## src/rtl/bu_s0_ctrl.sv

```systemverilog
// Stage-0 radix-2 butterfly scheduler: buffers the first SPAN samples of each
// block and pairs sample i with sample i+SPAN as registered R0/R1 operands.
module bu_s0_ctrl #(
  parameter int P_WIDTH = 64,
  parameter int SPAN    = 8,
  parameter int ADDR_W  = 3
) (
  input  logic               clk,
  input  logic               rst,
  input  logic               in_valid,
  output logic               in_ready,
  input  logic [P_WIDTH-1:0] in_data,
  output logic [P_WIDTH-1:0] bu_r0,
  output logic [P_WIDTH-1:0] bu_r1,
  output logic               bu_valid,
  input  logic               bu_ready,
  output logic [ADDR_W-1:0]  pair_idx,
  output logic               blk_last,
  output logic [15:0]        blk_cnt
);

  // Handshake: a beat moves on a port in any cycle where its valid and ready
  // are both high at the rising clock edge; valid never waits on ready.

  typedef enum logic {FILL, PAIR} state_t;

  localparam logic [ADDR_W-1:0] LAST = ADDR_W'(SPAN - 1);

  state_t             state, state_nx;
  logic [ADDR_W-1:0]  wr_ptr, wr_ptr_nx;
  logic [ADDR_W-1:0]  rd_ptr, rd_ptr_nx;
  logic [P_WIDTH-1:0] buf_mem [SPAN];
  logic               buf_we;
  logic               load;
  logic               issue;

  assign issue = bu_valid & bu_ready;

  always_ff @(posedge clk or posedge rst) begin
    if (rst) begin
      state  <= FILL;
      wr_ptr <= '0;
      rd_ptr <= '0;
    end else begin
      state  <= state_nx;
      wr_ptr <= wr_ptr_nx;
      rd_ptr <= rd_ptr_nx;
    end
  end

  always_comb begin
    state_nx  = state;
    wr_ptr_nx = wr_ptr;
    rd_ptr_nx = rd_ptr;
    in_ready  = 1'b1;
    buf_we    = 1'b0;
    load      = 1'b0;
    case (state)
      FILL: begin
        // A pending pair lives in the output register, so filling may proceed.
        in_ready = 1'b1;
        if (in_valid) begin
          buf_we    = 1'b1;
          wr_ptr_nx = wr_ptr + 1'b1;
          if (wr_ptr == LAST) state_nx = PAIR;
        end
      end
      PAIR: begin
        in_ready = ~bu_valid | bu_ready;
        if (in_valid && in_ready) begin
          load      = 1'b1;
          rd_ptr_nx = rd_ptr + 1'b1;
          if (rd_ptr == LAST) state_nx = FILL;
        end
      end
      default: state_nx = FILL;
    endcase
  end

  // Buffer contents need no reset; every slot is written before it is read.
  always_ff @(posedge clk) begin
    if (buf_we) buf_mem[wr_ptr] <= in_data;
  end

  always_ff @(posedge clk or posedge rst) begin
    if (rst) begin
      bu_r0    <= '0;
      bu_r1    <= '0;
      pair_idx <= '0;
      blk_last <= 1'b0;
      bu_valid <= 1'b0;
    end else if (load) begin
      bu_r0    <= buf_mem[rd_ptr];
      bu_r1    <= in_data;
      pair_idx <= rd_ptr;
      blk_last <= (rd_ptr == LAST);
      bu_valid <= 1'b1;
    end else if (issue) begin
      bu_valid <= 1'b0;
    end
  end

  // Counts blocks handed off downstream, so it advances on issue, not load.
  always_ff @(posedge clk or posedge rst) begin
    if (rst) blk_cnt <= '0;
    else if (issue && blk_last) blk_cnt <= blk_cnt + 16'd1;
  end

endmodule

```

## config.mk

```make
export PLATFORM = sky130hd
export DESIGN_NAME = bu_s0_ctrl
export DESIGN_NICKNAME = d
export VERILOG_FILES = /design/src/rtl/bu_s0_ctrl.sv
export SDC_FILE = /design/constraint.sdc
export NUM_CORES = 1
export LEC_CHECK = 0
export CORE_MARGIN = 4
export CORE_UTILIZATION = 35
export CTS_BUF_LIST = sky130_fd_sc_hd__clkbuf_8
export DETAILED_ROUTE_END_ITERATION = 6
export HOLD_SLACK_MARGIN = 0.05
export PLACE_DENSITY = 0.59
export SYNTH_ARGS = -nofsm -noshare
export SYNTH_HDL_FRONTEND = slang
export SYNTH_SLANG_ARGS = --single-unit
```

## constraint.sdc

```tcl
create_clock -name clk -period 17.6 [get_ports clk]
set_input_delay 3.52 -clock clk [delete_from_list [all_inputs] [get_ports clk]]
set_output_delay 3.52 -clock clk [all_outputs]
set_load 0.02 [all_outputs]
```

==> results.py <==
metrics = {
    "outcome": {
        "status": "finished, final reports clean",
    },
    "logic_synthesis": {
        "synth_cell_types": 30,
        "synth_nets": 1691,
        "syn_area_per_cell_um2": 15.79,
        "synth_cells": 1618,
        "syn_area_mm2": 0.02555,
        "synth-seq-area-share": 0.7544,
        "ys_ff_latch": 668,
        "yosysWarnings": 0,
    },
    "die": {
        "io_pins": 218,
        "start_util": 0.3550,
        "die_area_mm2": 0.07740,
        "chipWidth_um": 278.2,
        "core_area_mm2": 0.07198,
        "num_rows": 98,
        "fp.dieH_um": 278.2,
    },
    "layout": {
        "area_growth_pct": 20.01,
        "nets": 1954,
        "drive_gt1_frac": 0.09293,
        "fillers": 6435,
        "layout.cells.non_filler": 2931,
    },
    "detailed_routing": {
        "wl_per_cell_um": 20.49,
        "vias_per_cell": 4.844,
        "wl_met2_mm": 29.46,
        "drtIter0Drc": 750,
        "route.met3.wl_mm": 2.929,
        "drtPass1Iterations": 5,
        "top_layer": "met4",
        "wl_mm": 60.07,
        "dr_total_vias": 14200,
        "drc": 0,
        "drt-met1-wl_mm": 26.57,
        "ant_nets": 0,
    },
    "setup_path": {
        "reg2reg_slack_ps": 14330,
        "worstPathMaxFanout": 4,
        "worst_setup_path_end_kind": "output pin",
        "reg2reg_from": "state",
        "worstPathCellList": "clkdlybuf4s50_1, nand3b_1, clkdlybuf4s50_1",
        "arrival_ps": 4780,
        "max_stage_delay_ps": 620,
        "worst_path_most_repeated_cell": "clkdlybuf4s50_1",
        "path_class": "in2out",
        "r2r_cells": 4,
        "critPathSlowestCell": "clkdlybuf4s50_1",
        "critPathLaunchType": "input port",
        "r2r-end": "buf_mem[7][61]",
        "crit_required_ps": 14080,
    },
    "worst_hold_path": {
        "hold_class": "reg2reg",
        "min_to": "bu_r1[5]",
        "hold_path.startpoint": "bu_r1[5]",
        "hold_depth": 2,
    },
    "power_and_ir_drop": {
        "power.clock.fraction": 0.265,
        "pwr_density_cell_mw_per_mm2": 157.4,
        "p_leak_nw": 11.52,
        "p_int_mw": 3.200,
        "power_switching_mw": 1.625,
        "p_comb_frac": 0.305,
        "p_sw_frac": 0.3368,
        "vdd_ir_drop_max_mv": 0.1269,
        "pwr-share-seq": 0.430,
    },
    "sta": {
        "fmax_mhz": 120.4,
        "tns_ps": 0,
        "setup_viol": 0,
        "tightest_slew_ps": 1184,
        "hold_violations": 0,
        "final.period_utilization": 0.4718,
        "slew_headroom": 0.2106,
        "clock_skew_ps": 34.84,
        "min_period_ps": 8304,
        "grt_setup_unrepaired": "false",
        "hold_ws_ps": 472.0,
        "slew_violations": 0,
    },
    "cts": {
        "ctsHoldBuffers": 0,
        "clk_latency_ps": 700,
        "cts_tree": "done",
        "clock_sinks": 668,
        "clock_path_buffers": 3,
        "cts-root-buf": "clkbuf_8",
        "path_clk_slew_ps": 60,
        "h-tree-depth": 3,
        "post_cts_buffers": 0,
        "cts_buffers": 111,
        "post_cts_resized": 0,
    },
    "grt": {
        "grt_util_all_layers": 0.1532,
        "grt_max_degree": 151,
        "grt_pass1_wl_mm": 91.49,
        "grt_antenna_before_repair": 3,
        "grt_pass1_vias": 15140,
        "grt_overflow": 0,
    },
    "job": {
        "maxCapViolations": 0,
    },
    "place": {
        "dp.cells": 2718,
        "dpl.hpwl_mm": 30.82,
        "place.gp.congestion": 0.7173,
        "port_buffers": 217,
    },
}
==> kinds of logic (layout without fill, tap and decap cells) <==
| logic type | Yosys count | in the layout | synth area share |
|---|---|---|---|
| and+or+nand+nor | 451 | 451 | 0.07286 |
| muxes | 259 | 259 | 0.1016 |
| buffers and inverters | 88 | 450 | 0.02482 |
| DFF | 668 | 668 | 0.7544 |
| adders and majority gates | 5 | 5 | 0.002448 |
| AOI/OAI and AO/OA | 130 | 130 | 0.03800 |
| other | 0 | 1 | 0 |
| xor gates and xnor gates | 17 | 17 | 0.005827 |
==> cell usage in the layout (no fill, tap or decap), types with 4 or more instances in the layout <==
cell type,n
edfxtp_1,512
nand2_1,346
mux2i_1,256
clkdlybuf4s50_1,217
dfrtp_1,155
a22oi_1,128
clkbuf_8,118
nand3_1,71
inv_1,45
clkinv_1,25
buf_4,18
xnor2_1,13
clkinv_2,13
nor2_4,7
clkinvlp_4,7
nor2_1,5
ha_1,5
xor2_1,4
nand2b_1,4
==> power by group through the flow <==
| stage | combinational (mW) | clock (mW) | sequential, mW |
|---|---|---|---|
| final | 1.47 | 1.28 | 2.07 |
| after CTS | 1.50 | 1.32 | 2.08 |
| after detailed placement | 1.49 | 0 | 2.11 |
| after floorplan | 0.782 | 0 | 2.24 |
| after global placement | 1.48 | 0 | 2.10 |
| after global routing | 1.59 | 1.41 | 2.10 |
==> cells in the mapped netlist (all sizes together) <==
| cell | number | share of area |
|---|---|---|
| edfxtp | 512 | 0.60 |
| nand2 | 346 | 0.051 |
| mux2i | 256 | 0.10 |
| dfrtp | 156 | 0.15 |
| a22oi | 128 | 0.038 |
| nand3 | 72 | 0.014 |
| buf | 71 | 0.022 |
| clkbuf | 15 | 0.0022 |
| xnor2 | 13 | 0.0045 |
| nor2 | 12 | 0.0019 |
| ha | 5 | 0.0024 |
| nand2b | 4 | 0.00098 |
| nand4 | 4 | 0.0012 |
| xor2 | 4 | 0.0014 |
| and3 | 3 | 0.00073 |
| mux2 | 3 | 0.0013 |
| nor2b | 3 | 0.00073 |
| nor3 | 3 | 0.00078 |
| a21oi | 2 | 0.00039 |
| inv | 2 | 0.00029 |
| and2 | 1 | 0.00024 |
| nand3b | 1 | 0.00029 |
| nor4 | 1 | 0.00083 |
| or2 | 1 | 0.00024 |
==> worst max path at each step <==
stage / slack [ps] / cells after the start / from / to
after floorplan: 8700 / 3 / in_valid / buf_mem[0][0]
after global placement: 9260 / 3 / bu_ready / in_ready
after detailed placement: 9300 / 3 / bu_ready / in_ready
after CTS: 9290 / 3 / bu_ready / in_ready
after global routing: 9250 / 3 / bu_ready / in_ready
final: 9300 / 3 / bu_ready / in_ready
==> through the flow <==
step	instance area [um2]	power, mW	util	setup WS (ps)
2_1_floorplan	25550	3.027	-	8703
6_report	30670	4.826	0.4261	9296
3_3_place_gp	28550	3.573	0.3966	9264
3_5_place_dp	28550	3.602	0.3966	9300
5_1_grt	30670	5.100	0.4261	9252
4_1_cts	30660	4.905	0.4260	9295
==> worst max-delay path: cells and delay by family <==
family,cells,cell delay (ps)
buf+inv,2,1140
simple gates,1,130
==> state kept, by name, summed over array words and instances, names as in the netlist <==
register,cells
pair_idx,3
blk_last,1
buf_mem,512
wr_ptr,3
state,1
rd_ptr,3
bu_valid,1
blk_cnt,16
bu_r0,64
bu_r1,64
==> per-layer routing <==
metal,vias to the layer above,track usage
li1,6557,-
met1,7224,0.2015
met2,343,0.2575
met3,74,0.03162
met4,0,0.04601
met5,-,0
==> area by class of cell <==
cell class                      count  area (um2)  share of cell area
Tap cell                          950        1189             0.03876
Timing Repair Buffer              236        2327             0.07589
Clock buffer                      118        1624             0.05296
Antenna cell                        1       2.502          0.00008160
Multi-Input combinational cell    862        5736              0.1870
Sequential cell                   668       19280              0.6288
Inverter                            2       15.01           0.0004896
Clock inverter                     94       491.7             0.01603
No activity file was read; power rests on OpenSTA's default activity.
